**src/rtl/hazard_fwd_ctrl.sv**
```systemverilog
// Hazard and forwarding controller for the 16-bit 5-stage core: EX forwarding selects,
// load-use stall, branch flush and data-memory freeze. Optional macro: HAZARD_PERF_CNT_EN.
module hazard_fwd_ctrl #(
    parameter int REG_AW = 3,
    parameter int CNT_W  = 16
) (
    input  logic              clk,
    input  logic              reset,
    input  logic [REG_AW-1:0] id_rs1,
    input  logic [REG_AW-1:0] id_rs2,
    input  logic              id_use_rs1,
    input  logic              id_use_rs2,
    input  logic [REG_AW-1:0] ex_rd,
    input  logic              ex_regwrite,
    input  logic              ex_memread,
    input  logic [REG_AW-1:0] mem_rd,
    input  logic              mem_regwrite,
    input  logic              mem_access,
    input  logic              mem_ready,
    input  logic              ex_branch_taken,
    output logic [1:0]        arg1_sel,
    output logic [1:0]        arg2_sel,
    output logic              pc_write,
    output logic              ifid_write,
    output logic              ifid_flush,
    output logic              idex_bubble,
    output logic              pipe_freeze,
    output logic [CNT_W-1:0]  stall_cnt,
    output logic [CNT_W-1:0]  flush_cnt
);

    localparam logic [1:0] SEL_MEM = 2'b00;
    localparam logic [1:0] SEL_WB  = 2'b01;
    localparam logic [1:0] SEL_RF  = 2'b10;

    typedef enum logic [1:0] {
        RUN      = 2'd0,
        MEM_WAIT = 2'd1,
        LD_STALL = 2'd2
    } stateT;

    stateT state;
    stateT nextState;

    logic memWait;
    logic loadUse;
    logic branchNow;
    logic stallNow;

    assign memWait   = mem_access && !mem_ready;
    assign loadUse   = ex_memread && ex_regwrite && (ex_rd != '0) &&
                       ((id_use_rs1 && (id_rs1 == ex_rd)) ||
                        (id_use_rs2 && (id_rs2 == ex_rd)));
    assign branchNow = ex_branch_taken && !memWait;
    // The stall cycle is the detection cycle; LD_STALL marks it so it cannot repeat.
    assign stallNow  = loadUse && !memWait && !ex_branch_taken && (state != LD_STALL);

    function automatic logic [1:0] fwdSel(
        input logic              useReg,
        input logic [REG_AW-1:0] rs,
        input logic [REG_AW-1:0] exRd,
        input logic              exRegWrite,
        input logic [REG_AW-1:0] memRd,
        input logic              memRegWrite
    );
        if (!useReg || (rs == '0)) begin
            return SEL_RF;
        end else if (exRegWrite && (exRd == rs)) begin
            return SEL_MEM;
        end else if (memRegWrite && (memRd == rs)) begin
            return SEL_WB;
        end
        return SEL_RF;
    endfunction

    always_ff @(posedge clk) begin
        if (!reset) begin
            state <= RUN;
        end else begin
            state <= nextState;
        end
    end

    always_comb begin
        nextState = RUN;
        if (memWait) begin
            nextState = MEM_WAIT;
        end else if (branchNow) begin
            nextState = RUN;
        end else if (stallNow) begin
            nextState = LD_STALL;
        end
    end

    // Priority: reset, memory wait, branch flush, load-use stall.
    always_comb begin
        pc_write    = 1'b1;
        ifid_write  = 1'b1;
        ifid_flush  = 1'b0;
        idex_bubble = 1'b0;
        pipe_freeze = 1'b0;
        if (!reset) begin
            pc_write    = 1'b0;
            ifid_write  = 1'b0;
            idex_bubble = 1'b1;
        end else if (memWait) begin
            pipe_freeze = 1'b1;
            pc_write    = 1'b0;
            ifid_write  = 1'b0;
        end else if (branchNow) begin
            ifid_flush  = 1'b1;
            idex_bubble = 1'b1;
        end else if (stallNow) begin
            pc_write    = 1'b0;
            ifid_write  = 1'b0;
            idex_bubble = 1'b1;
        end
    end

    always_ff @(posedge clk) begin
        if (!reset) begin
            arg1_sel <= SEL_RF;
            arg2_sel <= SEL_RF;
        end else if (pipe_freeze) begin
            arg1_sel <= arg1_sel;
            arg2_sel <= arg2_sel;
        end else if (idex_bubble) begin
            arg1_sel <= SEL_RF;
            arg2_sel <= SEL_RF;
        end else begin
            arg1_sel <= fwdSel(id_use_rs1, id_rs1, ex_rd, ex_regwrite, mem_rd, mem_regwrite);
            arg2_sel <= fwdSel(id_use_rs2, id_rs2, ex_rd, ex_regwrite, mem_rd, mem_regwrite);
        end
    end

`ifdef HAZARD_PERF_CNT_EN
    logic [CNT_W-1:0] stallCnt;
    logic [CNT_W-1:0] flushCnt;

    always_ff @(posedge clk) begin
        if (!reset) begin
            stallCnt <= '0;
            flushCnt <= '0;
        end else begin
            if (!pc_write && (stallCnt != '1)) begin
                stallCnt <= stallCnt + CNT_W'(1);
            end
            if (ifid_flush && (flushCnt != '1)) begin
                flushCnt <= flushCnt + CNT_W'(1);
            end
        end
    end

    assign stall_cnt = stallCnt;
    assign flush_cnt = flushCnt;
`else
    assign stall_cnt = '0;
    assign flush_cnt = '0;
`endif

endmodule

```
**config.mk**
```make
export PLATFORM = sky130hd
export DESIGN_NAME = hazard_fwd_ctrl
export DESIGN_NICKNAME = d
export VERILOG_FILES = /design/src/rtl/hazard_fwd_ctrl.sv
export SDC_FILE = /design/constraint.sdc
export NUM_CORES = 1
export LEC_CHECK = 0
export CAP_MARGIN = 20
export CORE_MARGIN = 10
export CORE_UTILIZATION = 28
export DETAILED_ROUTE_END_ITERATION = 6
export GPL_TIMING_DRIVEN = 0
export PLACE_DENSITY = 0.76
export SLEW_MARGIN = 20
export SYNTH_ARGS = -nofsm -noshare
export SYNTH_HDL_FRONTEND = slang
export SYNTH_SLANG_ARGS = --single-unit
```
**constraint.sdc**
```tcl
create_clock -name clk -period 1.6 [get_ports clk]
set_input_delay 0.16 -clock clk [delete_from_list [all_inputs] [get_ports clk]]
set_output_delay 0.16 -clock clk [all_outputs]
set_load 0.01 [all_outputs]
```
==> flow_metrics.env <==
export IMPL_rsz0062_at_grt="true"
export IMPL_routed_wl_um=2310
export IMPL_cp_arrival_ps=1760
export IMPL_crit_type="flop to output pin"
export IMPL_worstHoldPathType="primary input to flop"
export IMPL_vias=729
export IMPL_critPathMaxStageDelay_ps=420
export IMPL_die_h_um=70.5
export IMPL_drtPass1Iterations=4
export IMPL_cts_buffer_depth=2
export IMPL_end_kind="output pin"
export IMPL_syn_avg_cell_area_um2=8.12
export IMPL_share_comb_of_total_power_pct=47.2
export IMPL_slew_violations=0
export IMPL_portBuffers=30
export IMPL_synth_cells=88
export IMPL_powerDensity_nw_per_um2=434
export IMPL_htree_levels=1
export IMPL_violations="negative setup slack"
export IMPL_final_cell_mix="buf_4, conb_1, clkdlybuf4s50_1"
export IMPL_holdPathEnd="state[0]"
export IMPL_core_area_um2=2450
export IMPL_fp_dieW_um=70.5
export IMPL_pre_cts_ws_ps=-927
export IMPL_n_antenna_cell=0
export IMPL_crit_path_frequent_cell="buf_6"
export IMPL_critPathMaxFanout=2
export IMPL_final_period_utilization_pct=120
export IMPL_finalSetupViolations=5
export IMPL_crit_path_cell_trace="nor2b_4 > or4_4 > a211o_4 > and3_4 > buf_6 > buf_6"
export IMPL_initial_core_util_pct=29.1
export IMPL_r2r_start="state[1]"
export IMPL_pwr_share_clk_pct=25.1
export IMPL_synth_area_um2=714
export IMPL_synth_seq_area_share_pct=16.8
export IMPL_dieArea_um2=4970
export IMPL_cts_tree="done"
export IMPL_ys_warn_count=0
export IMPL_place_hpwl_um=2050
export IMPL_final_common_cell="buf_4"
export IMPL_cts_sinks=6
export IMPL_dp_cells=179
export IMPL_p_leak_nw=0.691
export IMPL_antenna_found_initial=0
export IMPL_reg2reg_setup_slack_ps=-80
export IMPL_fin_skew_ps=2.36
export IMPL_seq_power_share_pct=27.7
export IMPL_hold_violations=0
export IMPL_fmax_mhz=521
export IMPL_grt_pass1_wl_um=3660
export IMPL_grt_max_degree=6
export IMPL_vias_per_cell=3.96
export IMPL_synthDistinctLibCells=21
export IMPL_hold_start="mem_ready"
export IMPL_num_nets_final=178
export IMPL_cts_buffers=3
export IMPL_reg2reg_depth=6
export IMPL_drive_gt1_share_pct=35.7
export IMPL_critPathRequiredTime_ps=1440
export IMPL_io_pins=63
export IMPL_clockRootBuffer="clkbuf_4"
export IMPL_swShare_pct=30.9
export IMPL_drv_cap=0
export IMPL_clk_pin_slew_ps=40
export IMPL_drc=0
export IMPL_wl_per_cell_um=12.6
export IMPL_crit_path_top_delay_cell="or4_4"
export IMPL_grt_pass1_vias=792
export IMPL_ir_drop_mv=0.196
export IMPL_outcome="finished with violations"
export IMPL_area_growth_pct=78.5
export IMPL_switching_power_w=0.000171
export IMPL_fp_row_count=18
export IMPL_p_int_w=0.000382
export IMPL_grt_total_usage_pct=8.82
export IMPL_drtIter0Drc=5
export IMPL_hold_slack_ps=473
export IMPL_finalWorstSetupSlack_ps=-321
export IMPL_crit_start="state[1]"
export IMPL_layout_min_cycle_time_ps=1920
export IMPL_routabilityCongestion=0.758
export IMPL_worstSkewPairLatency_ps=240
export IMPL_hold_depth=4
export IMPL_grt_remaining_overflow=0
export IMPL_ys_ff_latch=6
export IMPL_layout_cells_non_filler=184
export IMPL_ant_nets=0
export IMPL_worst_setup_path_start_kind="flop"
export IMPL_r2r_end="arg1_sel[0]"
export IMPL_hold_buffers=0
==> power groups by stage <==
stage | Clock (W) | Sequential, W | Combinational, W
after floorplan | 0 | 0.000156 | 0.000154
after global placement | 0 | 0.000156 | 0.000244
after detailed placement | 0 | 0.000156 | 0.000250
after CTS | 0.000140 | 0.000154 | 0.000243
after global routing | 0.000154 | 0.000153 | 0.000285
final | 0.000139 | 0.000153 | 0.000261
==> synthesized netlist by cell type (all sizes together) <==
| master | number | area (µm²) |
|---|---|---|
| or2b | 1 | 8.76 |
| buf | 33 | 248 |
| nand2 | 2 | 7.51 |
| a211oi | 1 | 7.51 |
| nor2 | 2 | 7.51 |
| a211o | 1 | 17.5 |
| and3 | 2 | 12.5 |
| nor3b | 2 | 15.0 |
| inv | 2 | 7.51 |
| a21oi | 5 | 25.0 |
| or4 | 1 | 11.3 |
| nand4 | 8 | 50.1 |
| conb | 1 | 3.75 |
| and2 | 1 | 6.26 |
| dfxtp | 6 | 120 |
| nor3 | 1 | 5.00 |
| a22o | 2 | 17.5 |
| nor2b | 3 | 26.3 |
| or3 | 2 | 12.5 |
| xnor2 | 12 | 105 |
==> per-stage QoR <==
stage / TNS [ps] / total power, W / utilization (%) / instance area, µm²
finish: -1010 / 0.000554 / 51.9 / 1270
floorplan: 0 / 0.000310 / - / 836
global placement: -3710 / 0.000400 / 47.8 / 1170
detailed placement: -3980 / 0.000405 / 47.8 / 1170
CTS: -1220 / 0.000537 / 49.1 / 1210
global route: -1250 / 0.000592 / 51.9 / 1270
==> critical path: cells and delay by family (launching register included) <==
kind / cells / cell delay, ps
AO/OA/AOI/OAI: 1 / 280
AND/OR/NAND/NOR: 3 / 720
buffers and inverters: 2 / 220
flip-flops: 1 / 290
==> sequential cells by signal, summed over array words and instances, names as in the netlist <==
signal,flops
arg1_sel,2
state,2
arg2_sel,2
==> cells by family (layout without fill, tap and decap cells) <==
group	Yosys count	in the layout	share of synthesized area, %
AO/OA/AOI/OAI	9	9	9.46
XOR/XNOR	12	12	14.7
buffers and inverters	35	70	35.7
flip-flops	6	6	16.8
other	1	32	0.525
AND/OR/NAND/NOR	25	25	22.8
==> cell type report <==
| cell class | count | area (µm²) |
|---|---|---|
| fill | 247 | 1180 |
| inverter | 2 | 7.51 |
| clock buffer | 3 | 22.5 |
| sequential | 6 | 120 |
| timing repair buffer | 32 | 319 |
| multi-input combinational | 78 | 517 |
| tap | 30 | 37.5 |
| buffer | 33 | 251 |
==> what timing repair did <==
item                       4_1_cts  5_1_grt
setup buffers                    2        0
pin swaps                        3        4
setup endpoints to repair        7        7
resized for setup               25       16
==> layer usage <==
layer / share of wire (%) / GRT usage [%] / wire [µm] / vias to the layer above
met5: 0 / 0 / 0 / -
met1: 35 / 8.16 / 805 / 315
met4: 2.0 / 5.26 / 46 / 0
met2: 51 / 14.9 / 1170 / 42
met3: 13 / 4.94 / 290 / 4
li1: - / - / - / 368
==> worst max-delay path by stage <==
stage	to	slack (ps)	cells past startpoint
global placement	pc_write	-900	7
CTS	pc_write	-360	6
global route	idex_bubble	-370	6
finish	pc_write	-320	6
floorplan	pc_write	10	5
detailed placement	pc_write	-930	7
No activity file was read; power rests on OpenSTA's default activity.
